`src/rtl/inst_queue.sv`:
```
// inst_queue: circular instruction buffer between fetch and decode, no bypass, flush clears occupancy.
module inst_queue #(
  parameter int DEPTH = 4
) (
  input  logic                       clk,
  input  logic                       rst_n,
  input  logic                       flush,
  input  logic                       in_valid,
  input  logic [31:0]                in_pc,
  input  logic [31:0]                in_inst,
  output logic                       in_ready,
  output logic                       out_valid,
  output logic [31:0]                out_pc,
  output logic [31:0]                out_inst,
  output logic                       out_misalign,
  input  logic                       out_ready,
  output logic [$clog2(DEPTH):0]     count
);
  localparam int AW = $clog2(DEPTH);
  logic [AW-1:0] rd_ptr, wr_ptr;
  logic [31:0] pc_mem [DEPTH];
  logic [31:0] inst_mem [DEPTH];
  logic [DEPTH-1:0] mis_mem;
  logic push, pop;
  assign in_ready = count != (AW+1)'(DEPTH);
  assign out_valid = count != '0;
  assign push = in_valid && in_ready && !flush;
  assign pop = out_valid && out_ready && !flush;
  assign out_pc = pc_mem[rd_ptr];
  assign out_inst = inst_mem[rd_ptr];
  assign out_misalign = mis_mem[rd_ptr];
  always_ff @(posedge clk) begin
    if (!rst_n || flush) begin
      count <= '0;
      rd_ptr <= '0;
      wr_ptr <= '0;
    end else begin
      count <= count + (AW+1)'(push) - (AW+1)'(pop);
      if (push) wr_ptr <= wr_ptr + 1'b1;
      if (pop) rd_ptr <= rd_ptr + 1'b1;
    end
  end
  // storage is not reset; pointers alone define what is visible
  always_ff @(posedge clk) begin
    if (push && rst_n) begin
      pc_mem[wr_ptr] <= in_pc;
      inst_mem[wr_ptr] <= in_inst;
      mis_mem[wr_ptr] <= in_pc[1:0] != 2'b00;
    end
  end
endmodule

```
`config.mk`:
```
export PLATFORM = sky130hd
export DESIGN_NAME = inst_queue
export DESIGN_NICKNAME = d
export VERILOG_FILES = /design/src/rtl/inst_queue.sv
export SDC_FILE = /design/constraint.sdc
export NUM_CORES = 1
export LEC_CHECK = 0
export CAP_MARGIN = 20
export CORE_UTILIZATION = 51
export CTS_CLUSTER_SIZE = 24
export DETAILED_ROUTE_END_ITERATION = 10
export PLACE_DENSITY = 0.76
export SKIP_LAST_GASP = 1
export SLEW_MARGIN = 10
export SYNTH_ARGS = -nofsm -noshare
export SYNTH_HDL_FRONTEND = slang
export SYNTH_SLANG_ARGS = --single-unit
export TNS_END_PERCENT = 1
```
`constraint.sdc`:
```
create_clock -name clk -period 2.8 [get_ports clk]
set_input_delay 0.56 -clock clk [delete_from_list [all_inputs] [get_ports clk]]
set_output_delay 0.56 -clock clk [all_outputs]
set_load 0.01 [all_outputs]
```
==> run metrics, run 1 <==
status=finished, final reports clean; Layout fillers=1157; TNS Setup=0 ps; clock skew=10.6 ps; fmax=0.360 GHz; post-CTS setup repair buffer count=0; worst hold slack=543 ps; final slew viol count=0; RSZ-0062 raised after global routing=true; CTS tree=done; Detailed Route Iter0 Violations=308; Clock Latency Late Sink=500 ps; Core ar.=0.0188 mm²; Async SR Flop Fraction=0%; syn nets=469; area growth from synthesis to layout=27.3%; Ys Warns=0; Final Util=66.8%; DRC errors left=0; ant diodes=0; Post-synth EDFFs=260; HP Class=flip-flop to flip-flop; slowest stage cell, crit path=mux4_2; Die Wd=141 µm; Final Hold Viols=0; most frequent cells in the layout=edfxtp_1 (260), clkdlybuf4s50_1 (137), mux4_2 (65); drt total wl=17500 µm; Die ar.=0.0199 mm²; slew margin rel.=76.6%; Inst Count DP=796; PwrDens=625 mW/mm²; Hold Buf Count CTS=0; Unique masters post-synth=28; CP max FO=20; Tcrit/Tclk final=99.3%; Pre-antenna DRT Iters=4; largest net degree at the start of global routing=44; #FFs+latches synth=269; sequential share of the synthesized area=80.8%; Clock transition at path regs=60 ps; P_leak=3.95 nW; RD Place Congestion=0.757; post-DP HPWL=10900 µm; crit end category=output pin; clk sinks=269; initial core utilization=52.5%; initial antenna violation count=0; final setup vio count=0; Wirelength per Cell=20.8 µm; Arr. time, crit path=2220 ps; Max stage delay on crit path=560 ps; drt via density=5.40; Worst Tran Pin Value=351 ps; Netlist Area Pre-Place=0.00989 mm²; die height=141 µm; CTS Root Cell=clkbuf_16; cts bufs inserted=25; PortBufs=138; GRT Total Usage=18.4%; crit start category=flip-flop; post-route ant nets=0; I/O pin count=139; vias in the first global route=5026; Rows=50; critical setup path kind=flip-flop to output pin; min cycle time layout=2780 ps; worst-case clock buffer depth=3; layout cells sized above 1=22.3%; Peak VDD IR=0.525 mV; commonest non-fill, non-tap cell in the layout=edfxtp_1; grt ovf=0; max-cap violations=0; WP data required=2240 ps; vias=4552; worst path cell trace=buf_12 > mux4_2 > clkdlybuf4s50_1; Final #Nets=640; Syn Area/Cell=25.2 µm²; ys flop type=edfxtp_1; Final Non-Filler Cells=843; Max H-tree Level=1; Synth Instances=393; first-pass GRT wire length=27400 µm
## cell usage after synthesis (2+ instances only)
| master | instances | area share, % |
|---|---|---|
| or3_1 | 2 | 0.13 |
| ha_1 | 6 | 0.76 |
| mux4_2 | 65 | 15 |
| edfxtp_1 | 260 | 79 |
| o21ai_0 | 3 | 0.15 |
| xnor2_1 | 2 | 0.18 |
| a21oi_1 | 3 | 0.15 |
| and3_2 | 4 | 0.30 |
| dfxtp_1 | 9 | 1.8 |
| buf_2 | 6 | 0.30 |
| nand4_1 | 2 | 0.13 |
| nand2b_1 | 2 | 0.13 |
| buf_6 | 6 | 0.68 |
| nor2_1 | 2 | 0.076 |
| and2_1 | 2 | 0.13 |
| inv_1 | 7 | 0.27 |
## worst max-delay path: cells and delay by family, from the launching register on
family | cells | cell delay (ps)
flip-flops | 1 | 430
buffers and inverters | 2 | 720
multiplexers | 1 | 560
## routing by layer
metal  share of wire (%)  vias to the layer above  wire length (µm)  global-route usage (%)
met5                   0                        -                 0                       0
met2                  50                      167              8780                    30.7
met4                 2.8                        0               484                    6.64
met3                 6.2                       38              1090                    3.29
li1                    -                     2015                 -                       -
met1                  41                     2332              7170                    24.5
## power by group
| part | switching, mW | internal (mW) |
|---|---|---|
| clock network | 1.34 | 1.73 |
| registers | 0.0112 | 4.45 |
| logic | 0.138 | 0.196 |
| total | 1.49 | 6.38 |
## layout make-up
class	instances	area (µm²)	area share (%)
Multi-Input combinational cell	103	1780	14.1
Tap cell	260	325	2.58
Sequential cell	269	8000	63.5
Timing Repair Buffer	158	1710	13.6
Inverter	7	26.3	0.209
Clock buffer	29	641	5.09
Clock inverter	17	110	0.875
## flip-flops by register name (all words and copies together) (netlist names), named ones only
| register | cells |
|---|---|
| inst_mem | 128 |
| pc_mem | 128 |
| mis_mem | 4 |
| count | 3 |
| rd_ptr | 2 |
| wr_ptr | 2 |
## what timing repair did
action,CTS,global route
gates cloned,0,1
gates resized for setup,1,1
endpoints found under the setup margin,8,40
## kinds of logic after synthesis
kind of cell	Yosys count	synth area share, %
AO/OA/AOI/OAI	7	0.430
XOR/XNOR	2	0.177
adder cells (fa/ha/maj)	7	0.962
buffers and inverters	21	1.37
flip-flops	269	80.8
multiplexers	65	14.8
AND/OR/NAND/NOR	22	1.47
## through the flow
| step | area, µm² | worst slack, ps | power (mW) |
|---|---|---|---|
| after floorplan | 9890 | 547 | 4.65 |
| after global placement | 11800 | 108 | 4.87 |
| after detailed placement | 11800 | -17.8 | 4.88 |
| after CTS | 12600 | -28.5 | 7.95 |
| after global routing | 12600 | -70.6 | 8.12 |
| final | 12600 | 20.6 | 7.87 |
## final timing paths
path                            cells after the start                     end  slack, ps                    from
worst max-delay path                                3               out_pc[1]         20               flip-flop
worst min-delay path                                2  wr_ptr[0]$_SDFFE_PP0N_        540  wr_ptr[0]$_SDFFE_PP0N_
worst min register to register                      2  wr_ptr[0]$_SDFFE_PP0N_        540  wr_ptr[0]$_SDFFE_PP0N_
worst max register to register                     10     count[2]$_SDFF_PP0_        540     count[2]$_SDFF_PP0_
Power figures use the tool's default switching activity.
==> run 2, diff against run 1 <==
--- a/config.mk
+++ b/config.mk
@@ -7,7 +7,7 @@
 export LEC_CHECK = 0
 export CAP_MARGIN = 20
 export CORE_UTILIZATION = 51
-export CTS_CLUSTER_SIZE = 24
+export CTS_CLUSTER_SIZE = 16
 export DETAILED_ROUTE_END_ITERATION = 10
 export PLACE_DENSITY = 0.76
 export SKIP_LAST_GASP = 1
==> run metrics, run 2 (synthesis gave the netlist of run 1 again) <==
final setup vio count=0 (unchanged); Max H-tree Level=1 (unchanged); PortBufs=138 (unchanged); layout cells sized above 1=22.3% (unchanged); initial antenna violation count=0 (unchanged); hold wc startpoint=wr_ptr[0]$_SDFFE_PP0N_; vias in the first global route=5026 (unchanged); final slew viol count=0 (unchanged); clk sinks=269 (unchanged); vias=4539 (-0.29%); WP data required=2240 ps (about the same); area growth from synthesis to layout=27.3% (unchanged); Setup WS post-layout=16.3 ps (-4.32 ps); DRC errors left=0 (unchanged); crit start category=flip-flop; RD Place Congestion=0.757 (unchanged); Final #Nets=640 (unchanged); Final Util=66.8% (unchanged); PwrDens=625 mW/mm² (about the same); HP Class=flip-flop to flip-flop; Pre-antenna DRT Iters=4 (unchanged); CP max FO=20 (unchanged); Layout fillers=1157 (unchanged); most frequent cells in the layout=edfxtp_1 (260), clkdlybuf4s50_1 (137), mux4_2 (65); die height=141 µm (unchanged); initial core utilization=52.5% (unchanged); worst path cell trace=buf_12 > mux4_2 > clkdlybuf4s50_1; crit end category=output pin; clock skew=10.9 ps (+0.294 ps); drt via density=5.38 (-0.29%); post-route ant nets=0 (unchanged); largest net degree at the start of global routing=44 (unchanged); max-cap violations=0 (unchanged); GRT Total Usage=18.4% (unchanged); Core ar.=0.0188 mm² (unchanged); ant diodes=0 (unchanged); Peak VDD IR=0.520 mV (-0.93%); I/O pin count=139 (unchanged); post-place setup slack=-17.8 ps (unchanged); Reg-to-Reg Start=count[2]$_SDFF_PP0_; GR Util met1=24.5% (unchanged); Top Registers=inst_mem (128), pc_mem (128), mis_mem (4); Finished Cell Area=0.0126 mm² (unchanged); slew margin rel.=76.7% (+0.13 points); worst-case clock buffer depth=3 (unchanged); Tcrit/Tclk final=99.4% (+0.15 points); CTS Root Cell=clkbuf_16; Clock Latency Late Sink=510 ps (about the same); met2 global-route usage=30.7% (unchanged); slowest stage cell, crit path=mux4_2; grt ovf=0 (unchanged); first-pass GRT wire length=27400 µm (unchanged); M3 GR Usage=3.29% (unchanged); critical setup path kind=flip-flop to output pin; Worst Tran Pin Value=349 ps (-1.98 ps); post-CTS setup repair buffer count=0 (unchanged); RSZ-0062 raised after global routing=true; Detailed Route Iter0 Violations=295 (-4.2%); Max stage delay on crit path=550 ps (about the same); Wirelength per Cell=20.7 µm (-0.19%); cts bufs inserted=25 (unchanged); P_leak=3.95 nW (unchanged); Die Wd=141 µm (unchanged); drt total wl=17500 µm (-0.19%); fmax=0.359 GHz (-0.16%); Die ar.=0.0199 mm² (unchanged); Clock transition at path regs=60 ps (about the same); Post-DP Area=0.0118 mm² (unchanged); Rows=50 (unchanged); CTS tree=done; min cycle time layout=2780 ps (+4.32 ps); Most Crowded Layer GR=met2; commonest non-fill, non-tap cell in the layout=edfxtp_1; status=finished, final reports clean; post-DP HPWL=10900 µm (unchanged); Final Hold Viols=0 (unchanged); Arr. time, crit path=2220 ps (about the same)
[run 2: power breakdown]
part	internal, mW	total (mW)	switching [mW]
clock network	1.73	3.07	1.34
registers	4.45	4.46	0.0113
logic	0.196	0.334	0.138
[run 2: layout make-up]
| type | count | area (µm²) | area share, % |
|---|---|---|---|
| Sequential cell | 269 | 8000 | 63.5 |
| Multi-Input combinational cell | 103 | 1780 | 14.1 |
| Timing Repair Buffer | 158 | 1710 | 13.6 |
| Clock buffer | 29 | 641 | 5.09 |
| Tap cell | 260 | 325 | 2.58 |
| Clock inverter | 17 | 110 | 0.875 |
| Inverter | 7 | 26.3 | 0.209 |
[run 2: path summary, 6_finish.rpt]
| check | slack [ps] | endpoint | depth (start not counted) |
|---|---|---|---|
| setup / recovery | 20 | out_pc[16] | 3 |
| hold reg to reg | 540 | wr_ptr[0]$_SDFFE_PP0N_ | 2 |
| setup reg to reg | 540 | count[2]$_SDFF_PP0_ | 10 |
| hold / removal | 540 | wr_ptr[0]$_SDFFE_PP0N_ | 2 |
[run 2: layer usage]
metal	wire length [µm]	share of wire, %	vias up
li1	-	-	2014
met1	7230	41	2331
met2	8830	51	162
met3	1010	5.8	32
met4	410	2.3	0
met5	0	0	-
[run 2: timing repair]
item                       in CTS  in global routing
setup endpoints to repair       8                 40
resized for setup               1                  1
hold buffers                    0                  0
gates cloned                    0                  1
[run 2: worst max-delay path, delay by kind of cell (launching register included)]
kind     cells  cell delay, ps
buf+inv      2             720
mux          1             550
flops        1             430
[run 2: metrics by stage]
stage	total power [mW]	cells	hold WS, ps	setup TNS (ps)
global route	8.12	843	576	-1620
detailed placement	4.88	796	521	-17.8
finish	7.87	843	542	0
global placement	4.87	796	486	0
floorplan	4.65	393	470	0
CTS	7.95	842	531	-100
